## config.mk

```make
export PLATFORM = sky130hd
export DESIGN_NAME = power_board_link_responder
export DESIGN_NICKNAME = d
export VERILOG_FILES = /design/src/rtl/power_board_link_responder.sv
export SDC_FILE = /design/constraint.sdc
export NUM_CORES = 1
export LEC_CHECK = 0
export BUFFER_PORTS_ARGS = -buffer_cell sky130_fd_sc_hd__buf_2
export CAP_MARGIN = 30
export CORE_AREA = 10 10 94 96
export CTS_BUF_LIST = sky130_fd_sc_hd__clkbuf_4
export CTS_CLUSTER_SIZE = 30
export DETAILED_ROUTE_END_ITERATION = 10
export DIE_AREA = 0 0 104 106
export PLACE_DENSITY = 0.68
export SLEW_MARGIN = 5
export SYNTH_ARGS = -nofsm -noshare
export SYNTH_HDL_FRONTEND = slang
export SYNTH_SLANG_ARGS = --single-unit
```

## constraint.sdc

```tcl
create_clock -name clk -period 2.9 [get_ports clk]
set_input_delay 0.145 -clock clk [delete_from_list [all_inputs] [get_ports clk]]
set_output_delay 0.145 -clock clk [all_outputs]
set_load 0.005 [all_outputs]
```

## src/rtl/power_board_link_responder.sv

```systemverilog
// power_board_link_responder
// Power-board end of the power-management serial link. It repeatedly sends framed
// samples of the channel picked by the link master on a single wire. Each bit is
// held for BIT_CYCLES clocks, and IDLE_CYCLES low clocks separate the frames.
// Frame layout: start(1), id[2:0], kill flag, sample MSB first, odd parity, stop(0).
//
// Ports:
//   clk               system clock
//   reset_n           asynchronous active-low reset
//   sel[2:0]          channel select from the link master (asynchronous)
//   kill_sw           kill request from the link master (asynchronous)
//   ch_data           eight samples; channel k at [k*DATA_WIDTH +: DATA_WIDTH]
//   inject_parity_err inverts the parity bit of the frame snapshotted while high
//   data              serial line, idles low
//   busy              high while a frame is on the line
//   frame_done        one-cycle pulse on the first idle cycle after a stop bit
//   killed            sticky kill state, cleared only by reset
module power_board_link_responder #(
  parameter int DATA_WIDTH  = 12,
  parameter int BIT_CYCLES  = 4,
  parameter int IDLE_CYCLES = 8
) (
  input  logic                    clk,
  input  logic                    reset_n,
  input  logic [2:0]              sel,
  input  logic                    kill_sw,
  input  logic [8*DATA_WIDTH-1:0] ch_data,
  input  logic                    inject_parity_err,
  output logic                    data,
  output logic                    busy,
  output logic                    frame_done,
  output logic                    killed
);

  localparam int SHIFT_BITS = DATA_WIDTH + 4;
  localparam int BIT_W      = $clog2(BIT_CYCLES) + 1;
  localparam int IDX_W      = $clog2(SHIFT_BITS) + 1;
  localparam int GAP_W      = $clog2(IDLE_CYCLES) + 1;

  localparam logic [BIT_W-1:0] BIT_LAST = BIT_W'(BIT_CYCLES - 1);
  localparam logic [IDX_W-1:0] IDX_LAST = IDX_W'(SHIFT_BITS - 1);
  localparam logic [GAP_W-1:0] GAP_INIT = GAP_W'(IDLE_CYCLES);

  typedef enum logic [2:0] {
    ST_IDLE   = 3'd0,
    ST_START  = 3'd1,
    ST_SHIFT  = 3'd2,
    ST_PARITY = 3'd3,
    ST_STOP   = 3'd4
  } state_t;

  state_t                 state_reg, state_next;
  logic [BIT_W-1:0]       bit_cnt_reg, bit_cnt_next;
  logic [IDX_W-1:0]       idx_reg, idx_next;
  logic [GAP_W-1:0]       gap_reg, gap_next;
  logic [SHIFT_BITS-1:0]  shift_reg, shift_next;
  logic                   parity_reg, parity_next;
  logic                   stopped_reg, stopped_next;

  logic [2:0]             sel_meta_reg, sel_sync_reg;
  logic                   kill_meta_reg, kill_sync_reg;
  logic                   killed_reg;
  logic                   data_reg, busy_reg, frame_done_reg;

  logic                   data_line, busy_line, bit_end;
  logic [DATA_WIDTH-1:0]  ch_array [8];
  logic [SHIFT_BITS-1:0]  snap_word;

  // Unpack the flat channel bus so the synchronized select can index it directly.
  generate
    for (genvar gi = 0; gi < 8; gi++) begin : g_ch
      assign ch_array[gi] = ch_data[gi*DATA_WIDTH +: DATA_WIDTH];
    end
  endgenerate

  assign snap_word = {sel_sync_reg, killed_reg, ch_array[sel_sync_reg]};
  assign bit_end   = (bit_cnt_reg == '0);

  // Two-flop synchronizers and the sticky kill latch.
  always_ff @(posedge clk or negedge reset_n) begin
    if (!reset_n) begin
      sel_meta_reg  <= '0;
      sel_sync_reg  <= '0;
      kill_meta_reg <= 1'b0;
      kill_sync_reg <= 1'b0;
      killed_reg    <= 1'b0;
    end else begin
      sel_meta_reg  <= sel;
      sel_sync_reg  <= sel_meta_reg;
      kill_meta_reg <= kill_sw;
      kill_sync_reg <= kill_meta_reg;
      killed_reg    <= killed_reg | kill_sync_reg;
    end
  end

  // Next-state logic. Every bit time counts down from BIT_LAST and is reloaded.
  always_comb begin
    state_next   = state_reg;
    bit_cnt_next = bit_cnt_reg;
    idx_next     = idx_reg;
    gap_next     = gap_reg;
    shift_next   = shift_reg;
    parity_next  = parity_reg;
    stopped_next = 1'b0;
    case (state_reg)
      ST_IDLE: begin
        if (gap_reg == GAP_W'(1)) begin
          shift_next   = snap_word;
          // Odd parity: the XNOR reduction is 1 when the payload has an even number of ones.
          parity_next  = (~^snap_word) ^ inject_parity_err;
          bit_cnt_next = BIT_LAST;
          state_next   = ST_START;
        end else begin
          gap_next = gap_reg - 1'b1;
        end
      end
      ST_START: begin
        if (bit_end) begin
          bit_cnt_next = BIT_LAST;
          idx_next     = IDX_LAST;
          state_next   = ST_SHIFT;
        end else begin
          bit_cnt_next = bit_cnt_reg - 1'b1;
        end
      end
      ST_SHIFT: begin
        if (bit_end) begin
          bit_cnt_next = BIT_LAST;
          shift_next   = {shift_reg[SHIFT_BITS-2:0], 1'b0};
          if (idx_reg == '0) begin
            state_next = ST_PARITY;
          end else begin
            idx_next = idx_reg - 1'b1;
          end
        end else begin
          bit_cnt_next = bit_cnt_reg - 1'b1;
        end
      end
      ST_PARITY: begin
        if (bit_end) begin
          bit_cnt_next = BIT_LAST;
          state_next   = ST_STOP;
        end else begin
          bit_cnt_next = bit_cnt_reg - 1'b1;
        end
      end
      ST_STOP: begin
        if (bit_end) begin
          gap_next     = GAP_INIT;
          stopped_next = 1'b1;
          state_next   = ST_IDLE;
        end else begin
          bit_cnt_next = bit_cnt_reg - 1'b1;
        end
      end
      default: state_next = ST_IDLE;
    endcase
  end

  // Line value implied by the current state. It goes through one output register.
  // That register lags the FSM by a cycle, so data, busy and frame_done stay aligned.
  always_comb begin
    data_line = 1'b0;
    case (state_reg)
      ST_START:  data_line = 1'b1;
      ST_SHIFT:  data_line = shift_reg[SHIFT_BITS-1];
      ST_PARITY: data_line = parity_reg;
      default:   data_line = 1'b0;
    endcase
  end

  assign busy_line = (state_reg != ST_IDLE);

  always_ff @(posedge clk or negedge reset_n) begin
    if (!reset_n) begin
      state_reg      <= ST_IDLE;
      bit_cnt_reg    <= '0;
      idx_reg        <= '0;
      gap_reg        <= GAP_INIT;
      shift_reg      <= '0;
      parity_reg     <= 1'b0;
      stopped_reg    <= 1'b0;
      data_reg       <= 1'b0;
      busy_reg       <= 1'b0;
      frame_done_reg <= 1'b0;
    end else begin
      state_reg      <= state_next;
      bit_cnt_reg    <= bit_cnt_next;
      idx_reg        <= idx_next;
      gap_reg        <= gap_next;
      shift_reg      <= shift_next;
      parity_reg     <= parity_next;
      stopped_reg    <= stopped_next;
      data_reg       <= data_line;
      busy_reg       <= busy_line;
      frame_done_reg <= stopped_reg;
    end
  end

  assign data       = data_reg;
  assign busy       = busy_reg;
  assign frame_done = frame_done_reg;
  assign killed     = killed_reg;

endmodule

```

==> impl_metrics.env <==
export IMPL_status="finished, final reports clean"
export IMPL_worst_slack_ps=256.1
export IMPL_met1_length_um=2805
export IMPL_pre_cts_ws_ps=245.6
export IMPL_path_class="reg -> reg"
export IMPL_r2r_start="sel_sync_reg[0]"
export IMPL_gp_congestion=0.8206
export IMPL_synthCells=267
export IMPL_portBuffers=106
export IMPL_fillers=692
export IMPL_ys_seq_area_frac=0.3969
export IMPL_finalHoldViolCount=0
export IMPL_path_max_fanout=5
export IMPL_final_common_cell="buf_2"
export IMPL_dr_max_layer_used="met4"
export IMPL_reg2reg_depth=6
export IMPL_max_cap_viol_count=0
export IMPL_cts_resized=0
export IMPL_insertion_delay_ps=360
export IMPL_syn_avg_cell_area_sq_um=10.64
export IMPL_fin_crit_ps=2644
export IMPL_setup_viol=0
export IMPL_fin_crit_sh=0.9117
export IMPL_drt_iter0_drc=79
export IMPL_syn2layout_area_growth_pct=27.22
export IMPL_drive_gt1_frac=0.3830
export IMPL_p_leak_nw=1.708
export IMPL_timing_rr_end="parity_reg"
export IMPL_synth_seq_cells=45
export IMPL_synth_area_top_cells="dfrtp_1, mux4_2, mux4_1"
export IMPL_dominantRegCellSynth="dfrtp_1"
export IMPL_die_area_sq_mm=0.01102
export IMPL_async_flop_share=1.000
export IMPL_wl_met2_um=3410
export IMPL_setup_tns_ps=0
export IMPL_tightest_slew_ps=683.2
export IMPL_drt_total_wl_um=6936
export IMPL_syn_nets=375
export IMPL_slew_headroom=0.5421
export IMPL_die_x_um=104
export IMPL_grt_pass1_wl_um=12060
export IMPL_routed_wl_met3_um=693
export IMPL_ir_drop_v=0.0002941
export IMPL_multi_input_area_sq_mm=0.001600
export IMPL_start_util=0.4023
export IMPL_vias=2389
export IMPL_nets=483
export IMPL_path_clk_slew_ps=140
export IMPL_cp_data_arrival_time_ps=2940
export IMPL_seqCellArea_sq_mm=0.001127
export IMPL_dpl_instance_area_sq_mm=0.003505
export IMPL_r2r_setup_slack_ps=260
export IMPL_cp_start_kind="flip-flop"
export IMPL_crit_slowest_cell="mux4_1"
export IMPL_core_sq_mm=0.007059
export IMPL_hold_class="in -> async"
export IMPL_synth_top_cell_area_share=0.3877
export IMPL_crit_path_cell_trace="mux4_1, mux2i_2, xnor3_1, xnor3_1, xnor3_1, o21ai_1"
export IMPL_cts_hold_buf=5
export IMPL_grt_pass1_vias=2657
export IMPL_cts_root_buf="clkbuf_4"
export IMPL_clock_path_buffers=2
export IMPL_h_tree_depth=2
export IMPL_wl_per_cell_um=14.60
export IMPL_hpwl_um=5685
export IMPL_crit_required_ps=3190
export IMPL_routed_via_density=5.029
export IMPL_dr_pass1_iters=4
export IMPL_cts_setup_buffers=0
export IMPL_path_delay_family="XOR/XNOR gates"
export IMPL_slew_violations=0
export IMPL_p_per_area_mw_per_mm2=369.2
export IMPL_grt_overflow_total=0
export IMPL_synth_top_cell_by_area="dfrtp_1"
export IMPL_ant_nets=0
export IMPL_largest_reg_flops=16
export IMPL_fmax_mhz=378.2
export IMPL_synth_cell_types=36
export IMPL_fin_area_sq_mm=0.003613
export IMPL_netlist_area_sq_mm=0.002840
export IMPL_row_count=31
export IMPL_post_route_drc_count=0
export IMPL_finalClockSkew_ps=8.410
export IMPL_critPathCaptureType="flip-flop"
export IMPL_grt_max_degree=28
export IMPL_die_height_um=106
export IMPL_antenna_cells=0
export IMPL_final_cell_mix="buf_2, dfrtp_1, nor2_1"
export IMPL_crit_top_cell="xnor3_1"
export IMPL_tritoncts="yes"
export IMPL_yosys_warnings=0
export IMPL_rsz0062_at_grt="false"
export IMPL_synth_edff_count=0
export IMPL_grt_antenna_before_repair=0
export IMPL_numClockSinks=45
export IMPL_cts_buffers=5
export IMPL_grt_use_total=0.1294
export IMPL_critical_path_n_buffers_inverters=0
export IMPL_cp_slowest_stage_delay_ps=610
export IMPL_ios=107
worst reg2reg max path, stage by stage, from the launching register on:
cell and delay [ps]:
dfrtp_1 520, mux4_1 610, mux2i_2 210, xnor3_1 340, xnor3_1 390, xnor3_1 380, o21ai_1 120
cell families after synthesis:
| logic type | synth area share |
|---|---|
| compound gates | 0.1009 |
| xor+xnor | 0.06696 |
| fa+ha+maj | 0.02203 |
| buf+inv | 0.04273 |
| flops | 0.3969 |
| mux | 0.2419 |
| simple gates | 0.1286 |
metal layers:
| metal | global-route usage | vias up |
|---|---|---|
| met5 | 0 | - |
| met3 | 0.06341 | 4 |
| met1 | 0.1440 | 1111 |
| li1 | - | 1183 |
| met4 | 0.02982 | 0 |
| met2 | 0.2197 | 91 |
cell usage after synthesis (3+ instances only):
library cell / n
a21oi_1: 27
xnor2_1: 13
mux4_2: 18
mux2i_1: 11
nand2b_1: 3
dfrtp_1: 44
o21ai_0: 13
inv_1: 10
a31oi_1: 8
clkbuf_1: 12
nand2_1: 28
ha_1: 5
nand3_1: 4
mux4_1: 6
nor2_1: 34
xnor3_1: 3
nor3_1: 5
area by class of cell:
cell class	instances	area share
multi-input cells	195	0.4429
flip-flops and latches	45	0.3120
repair buffers	118	0.1842
well taps	99	0.03428
clock buffers	5	0.01039
inverters	10	0.01039
clock inverters	3	0.005886
power by group:
group / internal (W) / total [W] / switching, W / leakage, nW
clock network: 0.0000964 / 0.000315 / 0.000219 / 0.0316
registers: 0.000658 / 0.000679 / 0.0000211 / 0.551
logic: 0.000223 / 0.000340 / 0.000117 / 1.13
total: 0.000977 / 0.00133 / 0.000357 / 1.71
stage by stage:
step | utilization | total power, W | std cells | hold WS [ps]
3_5_place_dp | 0.4965 | 0.001034 | 462 | 123.6
4_1_cts | 0.5119 | 0.001356 | 475 | 257.0
3_3_place_gp | 0.4915 | 0.001021 | 460 | 253.1
6_report | 0.5119 | 0.001334 | 475 | 246.4
5_1_grt | 0.5119 | 0.001415 | 475 | 259.8
2_1_floorplan | - | 0.0009157 | 267 | -150.6
worst max-delay path by stage:
| stage | start | end | slack [ps] | cells after the start |
|---|---|---|---|---|
| floorplan | sel_sync_reg[2] | parity_reg | 410 | 9 |
| finish | sel_sync_reg[0] | parity_reg | 260 | 6 |
| CTS | sel_sync_reg[0] | parity_reg | 210 | 7 |
| global route | sel_sync_reg[0] | parity_reg | 80 | 7 |
| global placement | sel_sync_reg[0] | parity_reg | 340 | 6 |
| detailed placement | sel_sync_reg[0] | parity_reg | 250 | 7 |
No activity file was read; power rests on OpenSTA's default activity.
